## config.mk

```make
export PLATFORM = sky130hd
export DESIGN_NAME = fetch_unit_flat
export DESIGN_NICKNAME = d
export VERILOG_FILES = /design/src/rtl/fetch_pkg.sv /design/src/rtl/fetch_unit_if.sv /design/src/rtl/fetch_watchdog.sv /design/src/rtl/fetch_unit.sv /design/src/flat_wrapper.sv
export SDC_FILE = /design/constraint.sdc
export NUM_CORES = 1
export LEC_CHECK = 0
export ABC_AREA = 1
export CORE_AREA = 3 3 106 108
export DETAILED_ROUTE_END_ITERATION = 16
export DIE_AREA = 0 0 109 111
export PLACE_DENSITY = 0.84
export SYNTH_ARGS = -nofsm -noshare
export SYNTH_HDL_FRONTEND = slang
export SYNTH_SLANG_ARGS = --single-unit
```

## constraint.sdc

```tcl
create_clock -name clk -period 3.7 [get_ports clk]
set_input_delay 0.925 -clock clk [delete_from_list [all_inputs] [get_ports clk]]
set_output_delay 0.925 -clock clk [all_outputs]
set_load 0.05 [all_outputs]
```

## src/rtl/fetch_pkg.sv

```systemverilog
// Shared types and constants for the instruction fetch stage.
package fetch_pkg;

  typedef enum logic [2:0] {
    BOOT,
    FETCH,
    WAIT,
    VALID,
    ERROR
  } state_t;

  localparam logic [1:0]  ERR_NONE     = 2'b00;
  localparam logic [1:0]  ERR_MISALIGN = 2'b01;
  localparam logic [1:0]  ERR_TIMEOUT  = 2'b10;

  localparam logic [31:0] INSTR_BYTES  = 32'd4;

endpackage

```

## src/rtl/fetch_unit_if.sv

```systemverilog
// Instruction memory request/response channel: one word request at a time,
// variable-latency response.
interface fetch_unit_if;
  logic        req;
  logic [31:0] addr;
  logic        ready;
  logic        rvalid;
  logic [31:0] rdata;

  modport master (output req, addr, input  ready, rvalid, rdata);
  modport slave  (input  req, addr, output ready, rvalid, rdata);
endinterface

```

## src/rtl/fetch_watchdog.sv

```systemverilog
// Response watchdog: counts cycles spent waiting for memory and flags the
// cycle in which the count would reach TIMEOUT. TIMEOUT = 0 disables it.
module fetch_watchdog #(
  parameter int TIMEOUT = 16
) (
  input  logic clk,
  input  logic rst_n,
  input  logic clr,
  input  logic en,
  output logic expired
);

  logic [7:0] cnt;

  // Wait-cycle counter, cleared whenever the fetch stage is not waiting.
  always_ff @(posedge clk or negedge rst_n) begin
    if (!rst_n)   cnt <= '0;
    else if (clr) cnt <= '0;
    else if (en)  cnt <= cnt + 8'd1;
  end

  // Expiry is qualified by en, so a response arriving in the same cycle wins.
  assign expired = (TIMEOUT != 0) && en &&
                   (({1'b0, cnt} + 9'd1) == 9'(TIMEOUT));

endmodule

```

## src/rtl/fetch_unit.sv

```systemverilog
// Instruction fetch stage: owns the PC, fetches one word at a time from
// instruction memory, holds it for decode until retired, then advances
// sequentially or to the execute-supplied target. Halts on a misaligned
// target or a memory response timeout.
module fetch_unit
  import fetch_pkg::*;
#(
  parameter logic [31:0] RESET_PC = 32'h0000_0000,
  parameter int          TIMEOUT  = 16
) (
  input  logic               clk,
  input  logic               rst_n,
  fetch_unit_if.master       imem,
  output logic               instr_valid,
  output logic [31:0]        instr,
  output logic [31:0]        pc_out,
  output logic [31:0]        pc_plus4,
  input  logic               instr_ack,
  input  logic               pc_src,
  input  logic [31:0]        pc_target,
  output logic               fetch_err,
  output logic [1:0]         fetch_err_code
);

  state_t      state;
  logic [31:0] pc;
  logic [31:0] next_pc;
  logic        req_q;
  logic        wd_clr;
  logic        wd_en;
  logic        wd_expired;

  assign next_pc   = pc_src ? pc_target : pc + INSTR_BYTES;
  assign imem.req  = req_q;
  assign imem.addr = pc;
  assign pc_out    = pc;
  assign pc_plus4  = pc + INSTR_BYTES;

  assign wd_clr = (state != WAIT);
  assign wd_en  = (state == WAIT) && !imem.rvalid;

  fetch_watchdog #(.TIMEOUT(TIMEOUT)) u_wd (
    .clk     (clk),
    .rst_n   (rst_n),
    .clr     (wd_clr),
    .en      (wd_en),
    .expired (wd_expired)
  );

  // Fetch FSM with registered request, instruction and error outputs.
  always_ff @(posedge clk or negedge rst_n) begin
    if (!rst_n) begin
      state          <= BOOT;
      pc             <= RESET_PC;
      instr          <= '0;
      instr_valid    <= 1'b0;
      req_q          <= 1'b0;
      fetch_err      <= 1'b0;
      fetch_err_code <= ERR_NONE;
    end else begin
      case (state)
        BOOT: begin
          req_q <= 1'b1;
          state <= FETCH;
        end
        FETCH: begin
          // Address is the PC register, so it stays put until accepted.
          if (imem.ready) begin
            req_q <= 1'b0;
            state <= WAIT;
          end
        end
        WAIT: begin
          if (imem.rvalid) begin
            instr       <= imem.rdata;
            instr_valid <= 1'b1;
            state       <= VALID;
          end else if (wd_expired) begin
            fetch_err      <= 1'b1;
            fetch_err_code <= ERR_TIMEOUT;
            state          <= ERROR;
          end
        end
        VALID: begin
          if (instr_ack) begin
            instr_valid <= 1'b0;
            if (next_pc[1:0] != 2'b00) begin
              // Leave pc pointing at the offending instruction.
              fetch_err      <= 1'b1;
              fetch_err_code <= ERR_MISALIGN;
              state          <= ERROR;
            end else begin
              pc    <= next_pc;
              req_q <= 1'b1;
              state <= FETCH;
            end
          end
        end
        ERROR: begin
          req_q       <= 1'b0;
          instr_valid <= 1'b0;
        end
        default: state <= BOOT;
      endcase
    end
  end

endmodule

```

## src/flat_wrapper.sv

```systemverilog
// flat-port wrapper written by rule: the top's interface ports become plain ports
module fetch_unit_flat import fetch_pkg::*;
#(
  parameter logic [31:0] RESET_PC = 32'h0000_0000,
  parameter int          TIMEOUT  = 16
)
  (clk, rst_n, instr_valid, instr, pc_out, pc_plus4, instr_ack, pc_src, pc_target, fetch_err, fetch_err_code, imem_req, imem_addr, imem_ready, imem_rvalid, imem_rdata);
  fetch_unit_if imem_i ();
  input  logic clk;
  input  logic rst_n;
  output logic instr_valid;
  output logic [31:0] instr;
  output logic [31:0] pc_out;
  output logic [31:0] pc_plus4;
  input  logic instr_ack;
  input  logic pc_src;
  input  logic [31:0] pc_target;
  output logic fetch_err;
  output logic [1:0] fetch_err_code;
  output wire logic [$bits(imem_i.req)-1:0] imem_req;
  output wire logic [$bits(imem_i.addr)-1:0] imem_addr;
  input wire logic [$bits(imem_i.ready)-1:0] imem_ready;
  input wire logic [$bits(imem_i.rvalid)-1:0] imem_rvalid;
  input wire logic [$bits(imem_i.rdata)-1:0] imem_rdata;
  assign imem_req = imem_i.req;
  assign imem_addr = imem_i.addr;
  assign imem_i.ready = imem_ready;
  assign imem_i.rvalid = imem_rvalid;
  assign imem_i.rdata = imem_rdata;
  fetch_unit #(.RESET_PC(RESET_PC), .TIMEOUT(TIMEOUT)) u_core (.clk(clk), .rst_n(rst_n), .imem(imem_i), .instr_valid(instr_valid), .instr(instr), .pc_out(pc_out), .pc_plus4(pc_plus4), .instr_ack(instr_ack), .pc_src(pc_src), .pc_target(pc_target), .fetch_err(fetch_err), .fetch_err_code(fetch_err_code));
endmodule
```

==> results.sh <==
export IMPL_outcome="complete, no violations"
export IMPL_crit_required_ps=2770
export IMPL_crit_chain="ha_1 > nand2_2 > nor2_4 > nand2_4 > xor2_1 > clkdlybuf4s50_1"
export IMPL_antenna_found_initial=0
export IMPL_grt_ovfl_total=0
export IMPL_yosys_register_bits=80
export IMPL_drt_wl_total_um=15130
export IMPL_cts_buffer_depth=2
export IMPL_fin_cells=989
export IMPL_swShare_pct=53.91
export IMPL_dr_pass1_iters=5
export IMPL_grt_busiest_layer="met2"
export IMPL_p_clk_share_pct=13.6
export IMPL_via_count=4969
export IMPL_post_cts_setup_buffers=0
export IMPL_numCtsBuffers=9
export IMPL_gp_congestion=0.9401
export IMPL_power_density_nw_per_um2=870.4
export IMPL_finalCritPeriodShare_pct=97.01
export IMPL_fp_coreArea_um2=10320
export IMPL_cp_top_family="buffers and inverters"
export IMPL_nets=920
export IMPL_ys_warn_count=0
export IMPL_r2r_setup_slack_ps=1740
export IMPL_synth_edf_count=0
export IMPL_drive_gt1_share_pct=6.331
export IMPL_fmax_ghz=0.2786
export IMPL_power_total_mw=6.061
export IMPL_leakagePower_nw=3.378
export IMPL_setup_ws_ps=110.6
export IMPL_start_kind="flip-flop"
export IMPL_grt_pass1_vias=4958
export IMPL_grtUsageMet1_pct=29.42
export IMPL_h_tree_depth=3
export IMPL_synth_top_family_by_area="simple AND/OR/NAND/NOR gates"
export IMPL_dp_hpwl_um=11480
export IMPL_rr_worst_depth=10
export IMPL_final_setup_tns_ps=0
export IMPL_syn_instance_count=681
export IMPL_cts_root_buf="clkbuf_8"
export IMPL_grt_usage_pct=25.19
export IMPL_netlist_area_um2=4810
export IMPL_slowest_delay_ps=840
export IMPL_ant_nets=0
export IMPL_hold_viol=0
export IMPL_finalMaxSlewViolations=0
export IMPL_period_minus_slack_ps=3589
export IMPL_initial_core_util_pct=46.59
export IMPL_min_to="u_core.fetch_err$_DFFE_PN0P_"
export IMPL_vias_per_cell=5.024
export IMPL_first_iter_violations=282
export IMPL_cts_sinks=80
export IMPL_switchingPower_mw=3.268
export IMPL_chipWidth_um=109
export IMPL_p_int_mw=2.794
export IMPL_slowest_stage="clkdlybuf4s50_1"
export IMPL_fin_util_pct=67.46
export IMPL_r2r_end="u_core.imem.addr[24]$_DFFE_PN0P_"
export IMPL_peakVddDrop_mv=0.5969
export IMPL_synth_mux_area_share_pct=0
export IMPL_cp_max_fo=8
export IMPL_syn_num_nets=753
export IMPL_setup_viol=0
export IMPL_fin_area_um2=6964
export IMPL_antenna_cells=0
export IMPL_drc=0
export IMPL_hold_class="flip-flop to flip-flop"
export IMPL_dpl_instance_area_um2=6696
export IMPL_dp_cells=973
export IMPL_synth_simple_area_share_pct=37.77
export IMPL_synth_adder_area_share_pct=0.5203
export IMPL_wl_per_cell_um=15.30
export IMPL_synth_compound_area_share_pct=6.634
export IMPL_pre_cts_ws_ps=358.7
export IMPL_pwr_share_seq_pct=24.7
export IMPL_rows=37
export IMPL_min_path_cells=2
export IMPL_finalClockSkew_ps=11.98
export IMPL_ys_types=37
export IMPL_met2_usage_pct=42.79
export IMPL_die_y_um=111
export IMPL_grt_max_degree=81
export IMPL_rsz0062_at_grt="false"
export IMPL_cp_end_kind="output pin"
export IMPL_synthXorXnorAreaFrac_pct=2.133
export IMPL_ys_seq_area_share_pct=41.62
export IMPL_cp_arrival_ps=2660
export IMPL_maxCapViolCount=0
export IMPL_worstSetupPathType="flip-flop to output pin"
export IMPL_clk_latency_ps=360
export IMPL_clk_pin_slew_ps=100
export IMPL_synthFlopType="dfrtp_1"
export IMPL_worstMarginPinSlew_ps=1027
export IMPL_numPortBuffers=202
export IMPL_p_comb_share_pct=61.8
export IMPL_num_fill_cells=875
export IMPL_postSynthAreaPerCell_um2=7.063
export IMPL_min_from="u_core.fetch_err$_DFFE_PN0P_"
export IMPL_r2r_start="u_core.imem.addr[2]$_DFFE_PN0P_"
export IMPL_ios=203
export IMPL_grt_pass1_wl_um=24150
export IMPL_async_flop_share_pct=100.0
export IMPL_die_area_um2=12100
export IMPL_use_met3_pct=7.455
export IMPL_cts_tree="yes"
export IMPL_worst_path_buf_inv=1
export IMPL_relSlewSlack_pct=31.55
export IMPL_area_growth_pct=44.80
export IMPL_hold_ws_ps=468.1
-- power groups by stage --
stage          combinational, mW  sequential, mW  clock, mW
3_5_place_dp                3.78            1.50          0
4_1_cts                     3.77            1.49      0.835
2_1_floorplan               1.65            2.43          0
5_1_grt                     3.94            1.54      0.872
3_3_place_gp                3.75            1.48          0
6_report                    3.74            1.49      0.822
-- registers in the layout, summed over array words and instances (netlist names) --
signal                 cells
u_core.imem.req            1
u_core.state               3
u_core.u_wd.cnt            8
u_core.instr_valid         1
u_core.fetch_err           1
u_core.fetch_err_code      2
u_core.instr              32
u_core.imem.addr          32
-- cell usage in the layout, fill, tap and decap left out, types with 6 or more instances in the layout --
cell type / Yosys / final
inv_2: 6 / 6
nand3b_1: 7 / 7
nand3_1: 34 / 34
inv_1: 47 / 47
dlymetal6s2s_1: 0 / 9
clkdlybuf4s50_1: 0 / 185
dfrtp_1: 80 / 80
nand4_1: 6 / 6
nor3_1: 12 / 12
buf_4: 36 / 8
o22ai_1: 6 / 6
nor2_4: 7 / 7
xor2_1: 7 / 7
nand2_1: 270 / 270
nor2_1: 84 / 84
clkbuf_8: 0 / 10
o21ai_0: 30 / 30
dlygate4sd2_1: 0 / 6
-- cells in the mapped netlist, types with 3 or more instances --
library cell	number	area [um2]
nand2_1	270	1013
nor2_1	84	315.3
dfrtp_1	80	2002
inv_1	47	176.4
buf_4	36	270.3
nand3_1	34	170.2
o21ai_0	30	150.1
nor3_1	12	60.06
clkbuf_1	9	33.78
nand3b_1	7	52.55
nor2_4	7	78.83
xor2_1	7	61.31
buf_2	6	30.03
inv_2	6	22.52
nand4_1	6	37.54
o22ai_1	6	37.54
nand2_2	4	25.02
o21ai_1	4	20.02
nor2_2	3	18.77
-- timing repair --
item / in CTS / in global routing
hold buffers: 0 / 0
endpoints found under the setup margin: 6 / 9
resized for setup: 6 / 9
-- cell type report --
class | count | area [um2] | area share [%]
clock buffer | 10 | 137.6 | 1.976
clock inverter | 6 | 115.1 | 1.653
inverter | 53 | 198.9 | 2.857
multi-input combinational | 496 | 2263 | 32.50
sequential | 80 | 2002 | 28.75
tap | 136 | 170.2 | 2.443
timing repair buffer | 208 | 2077 | 29.82
-- layer usage --
metal | vias to the layer above | wire length, um
li1 | 2432 | -
met1 | 2300 | 5925
met2 | 206 | 7300
met3 | 31 | 1486
met4 | 0 | 415
met5 | - | 0
-- cell families after synthesis --
family | Yosys count
fa+ha+maj | 2
xor+xnor | 10
buf+inv | 105
compound gates | 53
flops | 80
simple gates | 431
-- worst max-delay path by stage --
stage,start,endpoint,slack [ps],cells past startpoint
after floorplan,u_core.imem.addr[2]$_DFFE_PN0P_,pc_plus4[8],540,5
after global placement,u_core.imem.addr[2]$_DFFE_PN0P_,pc_plus4[16],460,8
after detailed placement,u_core.imem.addr[2]$_DFFE_PN0P_,pc_plus4[16],360,8
after CTS,u_core.imem.addr[2]$_DFFE_PN0P_,pc_plus4[20],10,9
after global routing,u_core.imem.addr[9]$_DFFE_PN0P_,pc_plus4[13],6,7
final,u_core.imem.addr[2]$_DFFE_PN0P_,pc_plus4[10],110,6
-- tightest hold or removal path, cell delays in order, from the launching register on --
cell and delay (ps):
dfrtp_1 350, inv_1 40, nand2_1 50
Power figures use the tool's default switching activity.
